$ cat src/rtl/vx_mem_tag_table.sv
// ============================================================================
// vx_mem_tag_table: narrows arbitrated read tags to table indices and
// restores the wide tag on the matching memory response.   Rev 1.0
// ============================================================================
`default_nettype none

module vx_mem_tag_table #(
  parameter  int NUM_ENTRIES  = 8,
  parameter  int TAG_IN_WIDTH = 8,
  parameter  int DATA_SIZE    = 4,
  localparam int ID_WIDTH     = $clog2(NUM_ENTRIES),
  localparam int DATA_WIDTH   = 8 * DATA_SIZE,
  localparam int ADDR_WIDTH   = 32 - $clog2(DATA_SIZE),
  localparam int SIZE_WIDTH   = $clog2($clog2(DATA_SIZE) + 1)
) (
  input  logic                    clk,
  input  logic                    reset,

  input  logic                    req_valid_in,
  input  logic                    req_rw_in,
  input  logic [DATA_SIZE-1:0]    req_byteen_in,
  input  logic [SIZE_WIDTH-1:0]   req_size_in,
  input  logic [ADDR_WIDTH-1:0]   req_addr_in,
  input  logic [DATA_WIDTH-1:0]   req_data_in,
  input  logic [TAG_IN_WIDTH-1:0] req_tag_in,
  output logic                    req_ready_in,

  output logic                    req_valid_out,
  output logic                    req_rw_out,
  output logic [DATA_SIZE-1:0]    req_byteen_out,
  output logic [SIZE_WIDTH-1:0]   req_size_out,
  output logic [ADDR_WIDTH-1:0]   req_addr_out,
  output logic [DATA_WIDTH-1:0]   req_data_out,
  output logic [ID_WIDTH-1:0]     req_tag_out,
  input  logic                    req_ready_out,

  input  logic                    rsp_valid_in,
  input  logic [DATA_WIDTH-1:0]   rsp_data_in,
  input  logic [ID_WIDTH-1:0]     rsp_tag_in,
  output logic                    rsp_ready_in,

  output logic                    rsp_valid_out,
  output logic [DATA_WIDTH-1:0]   rsp_data_out,
  output logic [TAG_IN_WIDTH-1:0] rsp_tag_out,
  input  logic                    rsp_ready_out,

  output logic [ID_WIDTH:0]       pending_count,
  output logic                    full
);

  localparam logic [ID_WIDTH:0] FULL_COUNT = (ID_WIDTH + 1)'(NUM_ENTRIES);
  localparam logic [ID_WIDTH:0] COUNT_ONE  = (ID_WIDTH + 1)'(1);

  logic [NUM_ENTRIES-1:0]  valid_mask;
  logic [TAG_IN_WIDTH-1:0] tag_store [NUM_ENTRIES];

  logic                reg_free;
  logic                req_fire;
  logic                read_fire;
  logic                rsp_fire;
  logic                release_fire;
  logic [ID_WIDTH-1:0] alloc_idx;

  assign reg_free     = !req_valid_out || req_ready_out;
  assign req_ready_in = reset && reg_free && (req_rw_in || !full);
  assign req_fire     = req_valid_in && req_ready_in;
  assign read_fire    = req_fire && !req_rw_in;

  assign rsp_valid_out = rsp_valid_in;
  assign rsp_ready_in  = rsp_ready_out;
  assign rsp_data_out  = rsp_data_in;
  assign rsp_tag_out   = tag_store[rsp_tag_in];
  assign rsp_fire      = rsp_valid_in && rsp_ready_out;
  // A response to an idle entry must not underflow the count.
  assign release_fire  = rsp_fire && valid_mask[rsp_tag_in];

  assign full = (pending_count == FULL_COUNT);

  // Lowest free entry of the pre-release mask.
  always_comb begin
    alloc_idx = '0;
    for (int i = NUM_ENTRIES - 1; i >= 0; i--) begin
      if (!valid_mask[i]) begin
        alloc_idx = ID_WIDTH'(i);
      end
    end
  end

  always_ff @(posedge clk) begin
    if (!reset) begin
      valid_mask    <= '0;
      pending_count <= '0;
      req_valid_out <= 1'b0;
    end else begin
      if (release_fire) begin
        valid_mask[rsp_tag_in] <= 1'b0;
      end
      if (read_fire) begin
        valid_mask[alloc_idx] <= 1'b1;
      end
      case ({read_fire, release_fire})
        2'b10:   pending_count <= pending_count + COUNT_ONE;
        2'b01:   pending_count <= pending_count - COUNT_ONE;
        default: pending_count <= pending_count;
      endcase
      if (reg_free) begin
        req_valid_out <= req_fire;
      end
    end
  end

  always_ff @(posedge clk) begin
    if (read_fire) begin
      tag_store[alloc_idx] <= req_tag_in;
    end
    if (req_fire) begin
      req_rw_out     <= req_rw_in;
      req_byteen_out <= req_byteen_in;
      req_size_out   <= req_size_in;
      req_addr_out   <= req_addr_in;
      req_data_out   <= req_data_in;
      req_tag_out    <= req_rw_in ? '0 : alloc_idx;
    end
  end

  rsp_to_allocated_entry : assert property (
    @(posedge clk) disable iff (!reset) rsp_fire |-> valid_mask[rsp_tag_in]
  );

endmodule

`default_nettype wire

$ cat config.mk
export PLATFORM = sky130hd
export DESIGN_NAME = vx_mem_tag_table
export DESIGN_NICKNAME = d
export VERILOG_FILES = /design/src/rtl/vx_mem_tag_table.sv
export SDC_FILE = /design/constraint.sdc
export NUM_CORES = 1
export LEC_CHECK = 0
export ABC_AREA = 1
export BUFFER_PORTS_ARGS = -buffer_cell sky130_fd_sc_hd__buf_4
export CAP_MARGIN = 20
export CELL_PAD_IN_SITES_DETAIL_PLACEMENT = 0
export CELL_PAD_IN_SITES_GLOBAL_PLACEMENT = 1
export CORE_ASPECT_RATIO = 0.7
export CORE_MARGIN = 1
export CORE_UTILIZATION = 33
export DETAILED_ROUTE_END_ITERATION = 8
export PLACE_DENSITY_LB_ADDON = 0.1
export SYNTH_ARGS = -nofsm -noshare
export SYNTH_HDL_FRONTEND = slang
export SYNTH_SLANG_ARGS = --single-unit
export TNS_END_PERCENT = 5
$ cat constraint.sdc
create_clock -name clk -period 3.2 [get_ports clk]
set_clock_uncertainty 0.15 [all_clocks]
set_input_delay 0.32 -clock clk [delete_from_list [all_inputs] [get_ports clk]]
set_output_delay 0.32 -clock clk [all_outputs]
set_load 0.02 [all_outputs]
==> summary.md, run 1 <==
| Metric | Value |
|---|---|
| Syn Nets | `roughly 530` |
| Status | `completed` |
| Synth unique cells | `29` |
| Area leader, netlist | `edfxtp_1` |
| Hold Path Stages | `4` |
| Setup slack, reg-to-reg | `0.86 ns` |
| Port buffer count | `about 170` |
| Hpwl dp | `10.42 mm` |
| Worst-margin pin slew | `~0.59 ns` |
| Number of fillers in the final layout | `1513` |
| Starting Density | `33.69%` |
| CTS Buf Count | `17` |
| I/O pins | `about 240` |
| DIE AREA | `around 18000 um^2` |
| # nets final | `~770` |
| Final setup TNS | `0 ns` |
| Clock sink total | `between 100 and 150` |
| Routed via count | `~3900` |
| Area Growth Syn to Fin | `47.30%` |
| ANT cells | `0` |
| EDFF count, synth | `approximately 140` |
| Worst Setup End Kind | `flop` |
| Hold Path Sink | `req_valid_out$_SDFFE_PN0N_` |
| HP Class | `in -> reg` |
| Share of power burned in combinational logic | `under 10%` |
| Hold_sp | `req_ready_out` |
| Dpl cell area | `7103 um^2` |
| Total Power | `4.713 mW` |
| Share of layout cells above drive strength 1 | `35.96%` |
| Post-route cell area | `~8500 um^2` |
| Crit share post-route | `between 80 and 90%` |
| Clk pwr share | `44.1%` |
| Syn Area/Cell | `approximately 14 um^2` |
| Unrepaired setup endpoints after global routing | `no` |
| Prevailing post-synth register cell | `edfxtp_1` |
| Final hold violation count | `0` |
| Mapped Area | `about 5800 um^2` |
| Synth Instances | `410` |
| Post-CTS Setup Bufs | `0` |
| Static Leakage | `3.483 nW` |
| Drt pass-1 iters | `4` |
| Cell-internal power | `3.698 mW` |
| Synth Register Bits | `approximately 150` |
| Clock root buffer | `clkbuf_16` |
| CTS tree | `done` |
| Total of max-cap violations | `0` |
| WL/cell | `around 17 um` |
| Critical path class | `in -> reg` |
| Seq pwr share | `approximately 47%` |
| Reg2reg end | `pending_count[2]$_SDFFE_PN0P_` |
| Synth Warn # | `0` |
| Net switching power | `between 1 and 1.5 mW` |
| Clock-pin slew on the worst setup and hold paths | `approximately 0.06 ns` |
| Die H | `112.6 um` |
| R2r worst-path depth | `13` |
| Worst-path maximum fanout | `11` |
| Final setup vio count | `0` |
| Remaining DRCs | `0` |
| First-pass GRT wire length | `22.56 mm` |
| DRT Wirelength | `around 15 mm` |
| Global-route total usage across every layer | `between 10% and 20%` |
| Fin crit period | `roughly 2.6 ns` |
| Ranking of synthesized cells by area | `edfxtp_1 71%, buf_4 4.7%, dfxtp_1 4.5%` |
| Critical R2R Launch | `valid_mask[5]$_SDFF_PN0_` |
| GP Congestion | `between 0.8 and 0.9` |
| Slew Limit Fails | `0` |
| Initial detailed-routing violation count | `194` |
| Sw Share | `a little over a fifth` |
| Mean number of vias per cell | `around 4.4` |
| FMAX | `roughly 390 MHz` |
| Rows | `40` |
| CTS Buffer Depth | `2` |
| Die width | `160 um` |
| Initial antenna violation count | `0` |
| Clk_lat worst skew | `0.42 ns` |
| Core area | `~17000 um^2` |
| Final ANT Viol Nets | `0` |
| Grt total ovfl | `0` |
| Worst path required time | `3.36 ns` |
| H-tree Lvls | `4` |
| VDD IR max | `0.0003210 V` |
| Worst Path Arrival | `2.75 ns` |
| Largest net degree at the start of global routing | `between 40 and 50` |
| Post-synth top area share | `about 71%` |
| Seq/Total Area, Yosys | `75.33%` |
| Vias in the first global route | `approximately 4100` |
| Synth async-reset ratio | `0%` |
| P per Cell Area | `about 550 nW/um^2` |
| Worst slew margin | `between 60% and 70%` |
| Worst Setup Start Kind | `input pin` |
-- placed cells by master, fill, tap and decap left out, types with 7 or more instances in the layout --
master         count
buf_4            176
edfxtp_1         136
dlygate4sd3_1     78
nand2_1           65
inv_1             35
nand3_1           25
clkbuf_16         17
nor2_1            15
dfxtp_1           13
inv_2             11
nand4_1            9
a21oi_2            9
a21oi_1            7
a22oi_1            7
-- worst max path at each step --
stage / cells past startpoint / to / slack [ns] / startpoint
finish: 12 / pending_count[2]$_SDFFE_PN0P_ / 0.61 / reset
global route: 12 / pending_count[2]$_SDFFE_PN0P_ / 0.38 / reset
CTS: 12 / pending_count[2]$_SDFFE_PN0P_ / 0.61 / reset
detailed placement: 13 / pending_count[2]$_SDFFE_PN0P_ / 0.71 / rsp_tag_in[1]
global placement: 13 / pending_count[2]$_SDFFE_PN0P_ / 0.80 / rsp_tag_in[1]
floorplan: 6 / req_addr_out[0]$_DFFE_PN_ / 0.18 / pending_count[0]$_SDFFE_PN0P_
-- cell families (layout without fill, tap and decap cells) --
logic type | Yosys count | count (layout) | share of synthesized area (%)
xor gates and xnor gates | 3 | 3 | 0.4557
adders and majority gates | 3 | 3 | 0.6510
and+or+nand+nor | 130 | 130 | 10.57
buffers and inverters | 83 | 332 | 7.746
DFF | 149 | 149 | 75.33
AOI/OAI and AO/OA | 42 | 42 | 5.251
-- metal layers --
layer	up-vias	global-route usage, %	routed length, um
met5	-	0	0
met4	0	5.905	246
met3	30	6.171	1190
met2	133	27.51	7125
met1	1861	21.72	6413
li1	1899	-	-
-- flip-flops by register name, summed over array words and instances (netlist names) --
name            count
req_rw_out          1
req_valid_out       1
pending_count       4
req_data_out       32
req_tag_out         3
req_size_out        2
tag_store          64
req_byteen_out      4
valid_mask          8
req_addr_out       30
-- Yosys cell counts, types with 2 or more instances --
cell	instances
inv_1	36
a21oi_1	7
nor2_2	5
edfxtp_1	136
o21ai_1	2
buf_4	36
o21ai_0	5
nand2_1	65
a21oi_2	9
nand4_1	9
a22o_1	5
nand3_1	25
and3_1	4
xor2_1	2
nand3_2	3
dfxtp_1	13
nor2_1	15
ha_1	3
a22oi_1	7
a221oi_1	5
inv_2	10
-- layout make-up --
cell class,instances,area [um^2],share of cell area (%)
multi-input cells,178,975.9,11.49
inverters,46,172.7,2.033
well taps,231,289.0,3.403
repair buffers,254,2102,24.75
clock buffers,18,429.2,5.052
clock inverters,14,181.4,2.136
flip-flops and latches,149,4344,51.14
-- power by group through the flow --
stage / Combinational (mW) / Clock (mW) / Sequential (mW)
floorplan: 0.156 / 0 / 2.29
global placement: 0.359 / 0 / 2.24
detailed placement: 0.362 / 0 / 2.24
CTS: 0.441 / 2.12 / 2.20
global route: 0.468 / 2.22 / 2.20
finish: 0.437 / 2.08 / 2.20
-- critical path, stage by stage --
cell and delay, ns:
dlygate4sd3_1 0.54, buf_4 0.15, inv_1 0.38, a21oi_2 0.09, nand4_2 0.18, ha_1 0.25
xor2_1 0.26, ha_1 0.19, a21oi_1 0.05, xnor2_1 0.13, o21ai_0 0.17, inv_1 0.05
-- stage by stage --
stage	instances	util (%)	hold slack (ns)	setup WS (ns)
5_1_grt	890	49.63	0.03563	0.3823
3_5_place_dp	780	41.50	0.3487	0.7095
4_1_cts	890	49.63	0.005592	0.6142
2_1_floorplan	410	-	0.2689	0.1779
6_report	890	49.63	0.02347	0.6095
3_3_place_gp	780	41.50	0.3339	0.8008
-- repair_timing --
item,CTS,global route
hold buffers,78,0
gates resized for setup,0,0
endpoints found under the hold margin,134,0
(Power assumes the default switching activity.)
==> run 2: changes to the inputs <==
==> constraint.sdc (replaced) <==
create_clock -name clk -period 2.4 [get_ports clk]
set_clock_uncertainty 0.15 [all_clocks]
set_input_delay 0.24 -clock clk [delete_from_list [all_inputs] [get_ports clk]]
set_output_delay 0.24 -clock clk [all_outputs]
set_load 0.02 [all_outputs]
==> run 2 against run 1 <==
Net effect: register-to-register slack got worse by 0.60 ns; sequential share of layout area decreased by 0.23 points; cell count is 0.34% higher; setup slack worse by 0.36 ns; sequential power is 33% higher; critical path type unchanged; combinational power up 35%; clock-buffer cell count fell by 1; die area did not move; total power increased by 31%; via count is essentially flat; critical path depth unchanged.
==> summary.md, run 2 (synthesized netlist as in run 1, its figures left out) <==
| Metric | Value |
|---|---|
| Commonest non-fill, non-tap cell in the layout | `buf_4` |
| P per Cell Area | `723.6 nW/um^2 (+30%)` |
| Routed via count | `3922 (-0.025%)` |
| Clock root buffer | `clkbuf_16` |
| Mean number of vias per cell | `4.392 (-0.36%)` |
| Fin crit period | `approximately 2.2 ns` |
| Rows | `40 (unchanged)` |
| Vias in the first global route | `3993 (-2.0%)` |
| Largest register FFs | `64 (unchanged)` |
| Grt total ovfl | `0 (unchanged)` |
| Reg2reg end | `pending_count[2]$_SDFFE_PN0P_` |
| Worst-margin pin slew | `0.5774 ns (-0.01325 ns)` |
| Unrepaired setup endpoints after global routing | `no` |
| Clock sink total | `149 (unchanged)` |
| Top Registers | `tag_store x64, req_data_out x32, req_addr_out x30` |
| Final setup vio count | `0 (unchanged)` |
| CTS tree | `done` |
| CTS Buf Count | `17 (unchanged)` |
| Post-route cell area | `8547 um^2 (+0.62%)` |
| Clock-pin slew on the worst setup and hold paths | `0.06 ns (about the same)` |
| Drt pass-1 iters | `4 (unchanged)` |
| Hold Path Sink | `req_data_out[19]$_DFFE_PN_` |
| Slew Limit Fails | `0 (unchanged)` |
| Area Growth Syn to Fin | `48.21%` |
| Hpwl dp | `10.08 mm (-3.3%)` |
| Port buffer count | `174 (unchanged)` |
| Initial detailed-routing violation count | `216 (+11%)` |
| Starting Density | `33.69% (unchanged)` |
| Clk_lat worst skew | `0.41 ns (about the same)` |
| Remaining DRCs | `0 (unchanged)` |
| Largest reg by FF count | `tag_store` |
| H-tree Lvls | `4 (unchanged)` |
| R2r worst-path depth | `13 (unchanged)` |
| Total Power | `6.185 mW (+31%)` |
| Critical R2R Launch | `valid_mask[5]$_SDFF_PN0_` |
| Global-route total usage across every layer | `16.63% (-0.60 points)` |
| Share of layout cells above drive strength 1 | `37.61% (+1.6 points)` |
| Worst Path Arrival | `2.31 ns (-0.44 ns)` |
| Die H | `112.6 um (unchanged)` |
| Hold slack | `0.1804 ns (+0.1569 ns)` |
| Hold_sp | `req_valid_in` |
| WL/cell | `16.25 um (-3.4%)` |
| ANT cells | `0 (unchanged)` |
| Critical path class | `in -> reg` |
| Total of max-cap violations | `0 (unchanged)` |
| HP Class | `in -> reg` |
| Die width | `160 um (unchanged)` |
| Worst slew margin | `61.47% (+0.84 points)` |
| DRT Wirelength | `14.51 mm (-3.1%)` |
| GP Congestion | `0.8322 (+3.1%)` |
| # nets final | `770 (+0.39%)` |
| Setup slack, reg-to-reg | `0.26 ns (-0.60 ns)` |
| Worst-path maximum fanout | `4 (-7)` |
| Hold Path Stages | `3 (-1)` |
| Worst Setup Start Kind | `input pin` |
| Critical Path Source | `req_ready_out` |
| Largest net degree at the start of global routing | `45 (-6.3%)` |
| Dpl cell area | `7137 um^2 (+0.48%)` |
| Worst path required time | `2.56 ns (-0.80 ns)` |
| Final hold violation count | `0 (unchanged)` |
| Final setup TNS | `0 ns (unchanged)` |
| Initial antenna violation count | `0 (unchanged)` |
| I/O pins | `239 (unchanged)` |
| Commonest cells after routing, fill and taps aside | `176 x buf_4, 136 x edfxtp_1, 80 x dlygate4sd3_1` |
| Static Leakage | `3.478 nW (-0.12%)` |
| Number of fillers in the final layout | `1504 (-0.59%)` |
| First-pass GRT wire length | `21.99 mm (-2.5%)` |
| FMAX | `around 460 MHz` |
| Final ANT Viol Nets | `0 (unchanged)` |
| Worst Setup End Kind | `flop` |
| DIE AREA | `18020 um^2 (unchanged)` |
| Crit share post-route | `about nine tenths` |
| Core area | `17120 um^2 (unchanged)` |
| Status | `completed` |
| CTS Buffer Depth | `2 (unchanged)` |
| VDD IR max | `0.0003958 V (+23%)` |
run 2: worst max-delay path by stage:
stage	end	slack, ns	cells past startpoint
4_1_cts	pending_count[2]$_SDFFE_PN0P_	0.09	13
6_report	pending_count[2]$_SDFFE_PN0P_	0.25	12
2_1_floorplan	req_addr_out[0]$_DFFE_PN_	-0.1	6
3_3_place_gp	pending_count[2]$_SDFFE_PN0P_	0.09	13
5_1_grt	pending_count[2]$_SDFFE_PN0P_	0.01	13
3_5_place_dp	pending_count[2]$_SDFFE_PN0P_	-0.001	13
run 2: routing by layer:
metal  part of all wire [%]  track usage, %  up-vias
met5                      0               0        -
met4                    1.2           8.127        0
met3                    5.7           4.619       29
met2                     49           26.35      109
met1                     45           21.10     1878
li1                       -               -     1906
run 2: repair_timing:
item,4_1_cts,5_1_grt
resized for setup,0,3
endpoints found under the setup margin,0,1
endpoints found under the hold margin,140,0
setup buffers,0,0
hold buffers,80,0
run 2: stage by stage:
step,worst slack (ns),cells,utilization [%]
global placement,0.09434,781,41.70
CTS,0.08958,893,49.85
detailed placement,-0.0009932,781,41.70
global route,0.009971,893,49.93
floorplan,-0.09860,410,-
finish,0.2491,893,49.93
run 2: cell type report:
cell class / count / area, um^2 / area share [%]
clock buffer: 17 / 425.4 / 4.977
clock inverter: 15 / 170.2 / 1.991
inverter: 46 / 176.4 / 2.064
multi-input combinational: 178 / 992.2 / 11.61
sequential: 149 / 4352 / 50.91
tap: 231 / 289.0 / 3.382
timing repair buffer: 257 / 2142 / 25.06
run 2: worst max-delay path, cell delays in order:
cell and delay [ns]:
dlygate4sd3_1 0.55, buf_4 0.11, inv_1 0.04, a21oi_2 0.14, nand4_2 0.18, ha_2 0.26
xor2_2 0.17, ha_1 0.19, a21oi_1 0.15, xnor2_1 0.09, o21ai_0 0.14, inv_1 0.05
run 2: report_power, final:
group          total [mW]  internal [mW]  switching [mW]
registers            2.93           2.91          0.0227
logic               0.589          0.298           0.291
clock network        2.67           1.56            1.11
